[config.mk]
export PLATFORM = sky130hd
export DESIGN_NAME = rs_slot_allocator
export DESIGN_NICKNAME = d
export VERILOG_FILES = /design/src/rtl/rs_pkg.sv /design/src/rtl/rs_slot_allocator_find_first_zero.sv /design/src/rtl/rs_slot_allocator.sv
export SDC_FILE = /design/constraint.sdc
export NUM_CORES = 1
export LEC_CHECK = 0
export ABC_AREA = 1
export ABC_CLOCK_PERIOD_IN_PS = 8800
export CORE_MARGIN = 3
export CORE_UTILIZATION = 47
export DETAILED_ROUTE_END_ITERATION = 12
export PLACE_DENSITY_LB_ADDON = 0.15
export SLEW_MARGIN = 20
export SYNTH_ARGS = -nofsm -noshare
export SYNTH_HDL_FRONTEND = slang
export SYNTH_SLANG_ARGS = --single-unit
[constraint.sdc]
create_clock -name clk -period 8.8 [get_ports clk]
set_input_delay 2.64 -clock clk [delete_from_list [all_inputs] [get_ports clk]]
set_output_delay 2.64 -clock clk [all_outputs]
set_load 0.02 [all_outputs]
[src/rtl/rs_pkg.sv]
// Shared reservation-station sizing and types used by the RS allocator and
// the dispatch stage.
package rs_pkg;

    localparam int RS_ENTRIES = 8;

    typedef logic [RS_ENTRIES-1:0]       rs_mask_t;
    typedef logic [$clog2(RS_ENTRIES):0] rs_count_t;

endpackage

[src/rtl/rs_slot_allocator_find_first_zero.sv]
// Combinational lowest-zero picker: returns a one-hot vector marking the
// lowest-index clear bit of vec, or all zeros when vec is all ones.
module find_first_zero #(
    parameter int WIDTH = 8
) (
    input  logic [WIDTH-1:0] vec,
    output logic [WIDTH-1:0] onehot
);

    // Adding one ripples through the trailing ones and lands on the first
    // zero; masking with ~vec keeps only that landing bit.
    logic [WIDTH-1:0] vec_inc;

    always_comb begin
        vec_inc = vec + WIDTH'(1);
        onehot  = ~vec & vec_inc;
    end

endmodule

[src/rtl/rs_slot_allocator.sv]
// Reservation-station occupancy tracker: grants the lowest free slot each
// cycle as a one-hot vector and releases slots on issue or flush.
module rs_slot_allocator
    import rs_pkg::*;
#(
    parameter int NUM_ENTRIES = RS_ENTRIES
) (
    input  logic                         clk,
    input  logic                         rst_n,
    input  logic                         alloc_req,
    output logic                         alloc_gnt,
    output logic [NUM_ENTRIES-1:0]       alloc_onehot,
    input  logic                         free_valid,
    input  logic [NUM_ENTRIES-1:0]       free_mask,
    input  logic                         flush,
    output logic [NUM_ENTRIES-1:0]       busy,
    output logic [$clog2(NUM_ENTRIES):0] count,
    output logic                         full,
    output logic                         empty,
    output logic                         free_err
);

    localparam int CW = $clog2(NUM_ENTRIES) + 1;

    if (!(NUM_ENTRIES == 2 || NUM_ENTRIES == 4 || NUM_ENTRIES == 8)) begin : g_bad_entries
        $error("rs_slot_allocator: NUM_ENTRIES must be 2, 4 or 8");
    end

    function automatic logic [CW-1:0] popcount(input logic [NUM_ENTRIES-1:0] v);
        logic [CW-1:0] c;
        c = '0;
        for (int i = 0; i < NUM_ENTRIES; i++) begin
            c = c + CW'(v[i]);
        end
        return c;
    endfunction

    logic [NUM_ENTRIES-1:0] eff_free;
    logic [NUM_ENTRIES-1:0] busy_nxt;
    logic [CW-1:0]          count_nxt;
    logic                   bad_free;

    // The picker sees the busy flop directly; this is the dispatch critical path.
    find_first_zero #(
        .WIDTH (NUM_ENTRIES)
    ) u_pick (
        .vec    (busy),
        .onehot (alloc_onehot)
    );

    always_comb begin
        full      = (count == CW'(NUM_ENTRIES));
        empty     = (count == '0);
        alloc_gnt = alloc_req & ~full;
        eff_free  = free_valid ? (free_mask & busy) : '0;
        bad_free  = free_valid & (|(free_mask & ~busy));
        busy_nxt  = (busy & ~eff_free) | (alloc_gnt ? alloc_onehot : '0);
        count_nxt = count + CW'(alloc_gnt) - popcount(eff_free);
        if (flush) begin
            busy_nxt  = '0;
            count_nxt = '0;
        end
    end

    always_ff @(posedge clk or negedge rst_n) begin
        if (!rst_n) begin
            busy     <= '0;
            count    <= '0;
            free_err <= 1'b0;
        end else begin
            busy  <= busy_nxt;
            count <= count_nxt;
            if (bad_free) begin
                free_err <= 1'b1;
            end
        end
    end

    a_count_matches_busy : assert property (@(posedge clk) disable iff (!rst_n)
        int'(count) == $countones(busy));
    a_onehot_pick : assert property (@(posedge clk) disable iff (!rst_n)
        $onehot0(alloc_onehot));
    a_no_grant_when_full : assert property (@(posedge clk) disable iff (!rst_n)
        alloc_gnt |-> !full);

endmodule
==> out/summary.txt, run 1 <==
status -> complete, no violations
post-place setup slack -> 2.09 ns
Max VDD drop -> 0.114 mV
Mapped Cells -> 128
WP data required -> 6.16 ns
final cycle utilization of the critical path -> 0.762
Rows -> 16
max_cap viols -> 0
nets -> 193
Reg2Reg Depth -> 14
RSZ-0062 raised after global routing -> false
Overall Global Routing Usage -> 0.203
most frequent cells in the layout -> 36 x clkdlybuf4s50_1, 25 x nand2_1, 24 x inv_1
post-synthesis adder-cell area fraction -> 0.208
FMAX -> 149 MHz
width of the die -> 52.1 um
min Tclk post-route -> 6.70 ns
Hold-fix buffers, CTS -> 0
Post-Synth Simple-Gate Area -> 0.273
CP endpoint kind -> output pin
Worst setup SP type -> input port
Synth area leader -> dfrtp_1
clk sinks -> 13
total gr overflow -> 0
Port Buffer Count -> 36
fin util -> 0.712
Antenna diodes -> 0
Yosys warning count -> 0
Placement Cell Area -> 1390 um^2
final worst setup slack -> 2.10 ns
met3 usage -> 0.0315
layout cell share with drive strength beyond 1 -> 0.0723
Most Used Layer, Global Route -> met2
Synth Net Count -> 154
synth unique cells -> 22
post-CTS sizing -> 0
Post-Syn Area -> 1000 um^2
Clock Path Buffers -> 2
mux share of post-synthesis cell area -> 0
post-synthesis compound-gate area fraction -> 0.0663
Crit Path Class -> in2out
TNS Setup -> 0 ns
CTS tree -> done
grt met1 use -> 0.258
antenna-violating nets left -> 0
Core Area -> 1980 um^2
PwrDens -> 120 nW/um^2
Die Height -> 52.1 um
wire per inst -> 12.0 um
router iterations before antenna repair -> 4
arrival time worst endpoint -> 4.06 ns
clock transition at the registers of the reported paths -> 0.08 ns
Max-slew headroom -> 0.593
syn avg cell area -> 7.81 um^2
Placer Congestion -> 0.798
top cells by area, synth -> dfrtp_1 33%, fa_1 12%, nand2_1 9.4%
largest family of logic cells by synthesized area -> simple AND/OR/NAND/NOR gates
clock root cell -> clkbuf_4
Synth Register Bits -> 13
DP Wirelength -> 1.87 mm
Seq/Total Area, Yosys -> 0.325
Hold Crit Depth -> 2
Iter 0 DRT Violations -> 21
DIE AREA -> 2720 um^2
final WL -> 2.31 mm
area grow syn2layout -> 41.2%
DR vias -> 936
Synth top area share -> 0.325
largest net degree at the start of global routing -> 14
Slew @ Worst Pin -> 0.609 ns
Worst Clk Skew -> 0.00331 ns
clock latency on the worst-skew pair -> 0.28 ns
# H-tree levels -> 1
Final Instance Area -> 1410 um^2
CTS buffer count -> 3
Initial Util -> 0.504
setup bufs post-CTS -> 0
antenna violations before repair -> 0
crit-path max FO -> 8
Static Leak -> 0.657 nW
commonest non-fill, non-tap cell in the layout -> clkdlybuf4s50_1
Final setup viols -> 0
Post-route DRC -> 0
Final Hold Fails -> 0
Hold Crit Class -> reg2reg
met2 Use GR -> 0.341
Synth Area in XOR/XNOR -> 0.0175
Slew Viols, Final -> 0
# IOs -> 37
routed vias/inst -> 4.85
vias in the first global route -> 937
first-pass GRT wire length -> 4.04 mm
==> final cells by class <==
type                            count  area, um^2
Sequential cell                    13         325
Multi-Input combinational cell     86         564
Timing Repair Buffer               36         360
Tap cell                           27        33.8
Inverter                           27         101
Fill cell                         147         571
Clock buffer                        4        26.3
==> worst paths after layout <==
path | endpoint | start | slack (ns)
worst max register to register | count[3] | count[3] | 5.23
worst min-delay path | free_err | free_err | 0.46
worst min register to register | free_err | free_err | 0.46
max in group asynchronous | busy[0] | rst_n | 5.67
min in group asynchronous | busy[6] | rst_n | 2.74
worst max-delay path | alloc_gnt | alloc_req | 2.10
==> metal layers <==
layer | up-vias | share of wire | routed length, um
met5 | - | 0 | 0
met4 | 0 | 0.014 | 33
met3 | 4 | 0.069 | 159
met2 | 37 | 0.49 | 1130
met1 | 419 | 0.43 | 990
li1 | 476 | - | -
==> kinds of logic (layout without fill, tap and decap cells) <==
logic type | Yosys count | count (layout)
AND/OR/NAND/NOR | 60 | 60
buffers and inverters | 29 | 67
adder cells (fa/ha/maj) | 13 | 13
flip-flops | 13 | 13
AO/OA/AOI/OAI | 11 | 11
XOR/XNOR | 2 | 2
==> per-stage QoR <==
step	total power, mW	std cells	hold slack, ns
after floorplan	0.103	128	0.574
after global placement	0.131	189	0.446
after detailed placement	0.132	189	0.453
after CTS	0.171	193	0.471
after global routing	0.180	193	0.479
final	0.169	193	0.465
==> sequential cells by signal, indices dropped and copies added (netlist names) <==
register,flops
free_err,1
busy,8
count,4
==> report_power, final <==
group	total, mW	switching, mW	internal, mW
Sequential	0.0692	0.00560	0.0636
Combinational	0.0617	0.0332	0.0284
Clock	0.0380	0.0204	0.0176
Total	0.169	0.0592	0.110
==> worst max-delay path, stage by stage <==
cell	delay, ns
clkdlybuf4s50_1	0.48
inv_1	0.07
a21oi_4	0.22
clkdlybuf4s50_1	0.66
==> Yosys cell counts <==
cell type and number:
a21oi_4 1, nor3_1 2, nor3_2 3, dfrtp_1 13, inv_2 3, ha_1 7
clkbuf_1 1, nor2_2 1, a21oi_1 6, nor2_1 18, nor4_1 1, nand2_1 25
xor2_1 1, xnor2_1 1, nor3b_1 1, nand3_1 7, fa_1 6, nand4_1 1
nand3_2 1, inv_1 24, buf_2 1, o21ai_0 4
(Power assumes the default switching activity.)
==> run 2: changes to the inputs <==
--- a/config.mk
+++ b/config.mk
@@ -6,9 +6,9 @@
 export NUM_CORES = 1
 export LEC_CHECK = 0
 export ABC_AREA = 1
-export ABC_CLOCK_PERIOD_IN_PS = 8800
+export ABC_CLOCK_PERIOD_IN_PS = 5520
 export CORE_MARGIN = 3
-export CORE_UTILIZATION = 47
+export CORE_UTILIZATION = 39
 export DETAILED_ROUTE_END_ITERATION = 12
 export PLACE_DENSITY_LB_ADDON = 0.15
 export SLEW_MARGIN = 20
==> constraint.sdc (replaced) <==
create_clock -name clk -period 5.52 [get_ports clk]
set_input_delay 1.656 -clock clk [delete_from_list [all_inputs] [get_ports clk]]
set_output_delay 1.656 -clock clk [all_outputs]
set_load 0.02 [all_outputs]
==> out/summary.txt, run 2 (synthesis gave the netlist of run 1 again) <==
Antenna diodes -> 0
Hold Crit Class -> reg2reg
Buf/Inv on CP -> 3
delay-heaviest family, CP -> adder cells
vias in the first global route -> 928
CP endpoint kind -> register
clock transition at the registers of the reported paths -> 0.09 ns
Iter 0 DRT Violations -> 18
biggest regs -> busy x8, count x4, free_err x1
Worst Clk Skew -> 0.00693 ns
TNS Setup -> 0 ns
setup bufs post-CTS -> 0
Core Area -> 2320 um^2
clk sinks -> 13
Post-route DRC -> 0
Placed Cells -> 190
Overall Global Routing Usage -> 0.163
Crit Path Class -> in2reg
sequential cell area -> 325 um^2
clock latency on the worst-skew pair -> 0.28 ns
DP Wirelength -> 1.94 mm
flip-flop count of the largest register after layout -> 8
reg-to-reg setup timing slack -> 1.97 ns
first-pass GRT wire length -> 4.13 mm
Hold-fix buffers, CTS -> 0
RSZ-0062 raised after global routing -> false
Power, Total -> 0.269 mW
layout cell share with drive strength beyond 1 -> 0.0723
Placer Congestion -> 0.827
arrival time worst endpoint -> 5.26 ns
Port Buffer Count -> 36
area grow syn2layout -> 41.3%
commonest non-fill, non-tap cell in the layout -> clkdlybuf4s50_1
Reg2Reg Depth -> 14
min Tclk post-route -> 5.11 ns
Initial Util -> 0.431
total gr overflow -> 0
PwrDens -> 190 nW/um^2
final cycle utilization of the critical path -> 0.925
Max VDD drop -> 0.164 mV
clock root cell -> clkbuf_4
wire per inst -> 12.5 um
nets -> 193
final WL -> 2.42 mm
FMAX -> 196 MHz
Top reg by flops -> busy
Die Height -> 56.6 um
Rows -> 17
DIE AREA -> 3210 um^2
Multi-input gate area -> 564 um^2
Placement Cell Area -> 1390 um^2
max_cap viols -> 0
Final Instance Area -> 1410 um^2
post-CTS sizing -> 0
# IOs -> 37
Layout fillers -> 220
largest stage delay on the critical path -> 0.67 ns
antenna violations before repair -> 0
Slew @ Worst Pin -> 0.632 ns
router iterations before antenna repair -> 4
Clock Path Buffers -> 2
Final setup viols -> 0
CTS buffer count -> 3
crit-path max FO -> 8
slowest cell on the critical path -> clkdlybuf4s50_1
width of the die -> 56.6 um
antenna-violating nets left -> 0
critical path depth in cells -> 13
WP data required -> 5.67 ns
status -> complete, no violations
Worst setup SP type -> input port
Non-Filler Instances -> 194
# H-tree levels -> 1
most frequent cells in the layout -> 36 x clkdlybuf4s50_1, 25 x nand2_1, 24 x inv_1
CP cell instances -> clkdlybuf4s50_1 -> nand3_1 -> fa_1 -> inv_1 -> fa_1 -> fa_1 -> inv_1 -> fa_1 -> ha_1 -> ha_1 -> xnor2_1 -> nand2_1 -> nor3b_1
most used cell, CP -> fa_1
largest net degree at the start of global routing -> 14
DR vias -> 941
Final Hold Fails -> 0
Hold Crit Depth -> 2
Static Leak -> 0.657 nW
routed vias/inst -> 4.85
Max-slew headroom -> 0.578
CTS tree -> done
Slew Viols, Final -> 0
==> run 2: area by class of cell <==
class,instances,share of cell area
inverter,27,0.0717
sequential,13,0.230
timing repair buffer,36,0.255
tap,28,0.0248
multi-input combinational,86,0.399
clock buffer,4,0.0186
==> run 2: final timing paths <==
path / start / end
setup reg to reg: count[3] / count[3]
setup / recovery: free_valid / count[3]
max in group asynchronous: rst_n / busy[6]
hold reg to reg: free_err / free_err
min in group asynchronous: rst_n / busy[5]
hold / removal: free_err / free_err
==> run 2: worst reg2reg max path, delay by kind of cell (launching register included) <==
family / cells / cell delay, ns
DFF: 1 / 0.44
xor gates and xnor gates: 1 / 0.18
adders and majority gates: 6 / 2.23
and+or+nand+nor: 5 / 0.43
buffers and inverters: 2 / 0.15
==> run 2: layer usage <==
layer | up-vias | global-route usage | share of wire
met2 | 35 | 0.251 | 0.45
met3 | 5 | 0.0368 | 0.077
met4 | 0 | 0.0712 | 0.019
met5 | - | 0 | 0
met1 | 429 | 0.219 | 0.45
li1 | 472 | - | -
==> run 2: report_power, final <==
part           internal, mW  switching (mW)  total, mW
Combinational        0.0449          0.0527     0.0976
Clock                0.0281          0.0329     0.0610
Sequential            0.101         0.00874      0.110
==> run 2: through the flow <==
stage | utilization | hold slack [ns] | setup slack (ns)
6_report | 0.609 | 0.470 | 0.412
5_1_grt | 0.609 | 0.516 | 0.144
4_1_cts | 0.609 | 0.475 | 0.406
3_5_place_dp | 0.598 | 0.455 | 0.121
3_3_place_gp | 0.598 | 0.448 | 0.205
2_1_floorplan | - | 0.574 | 0.855
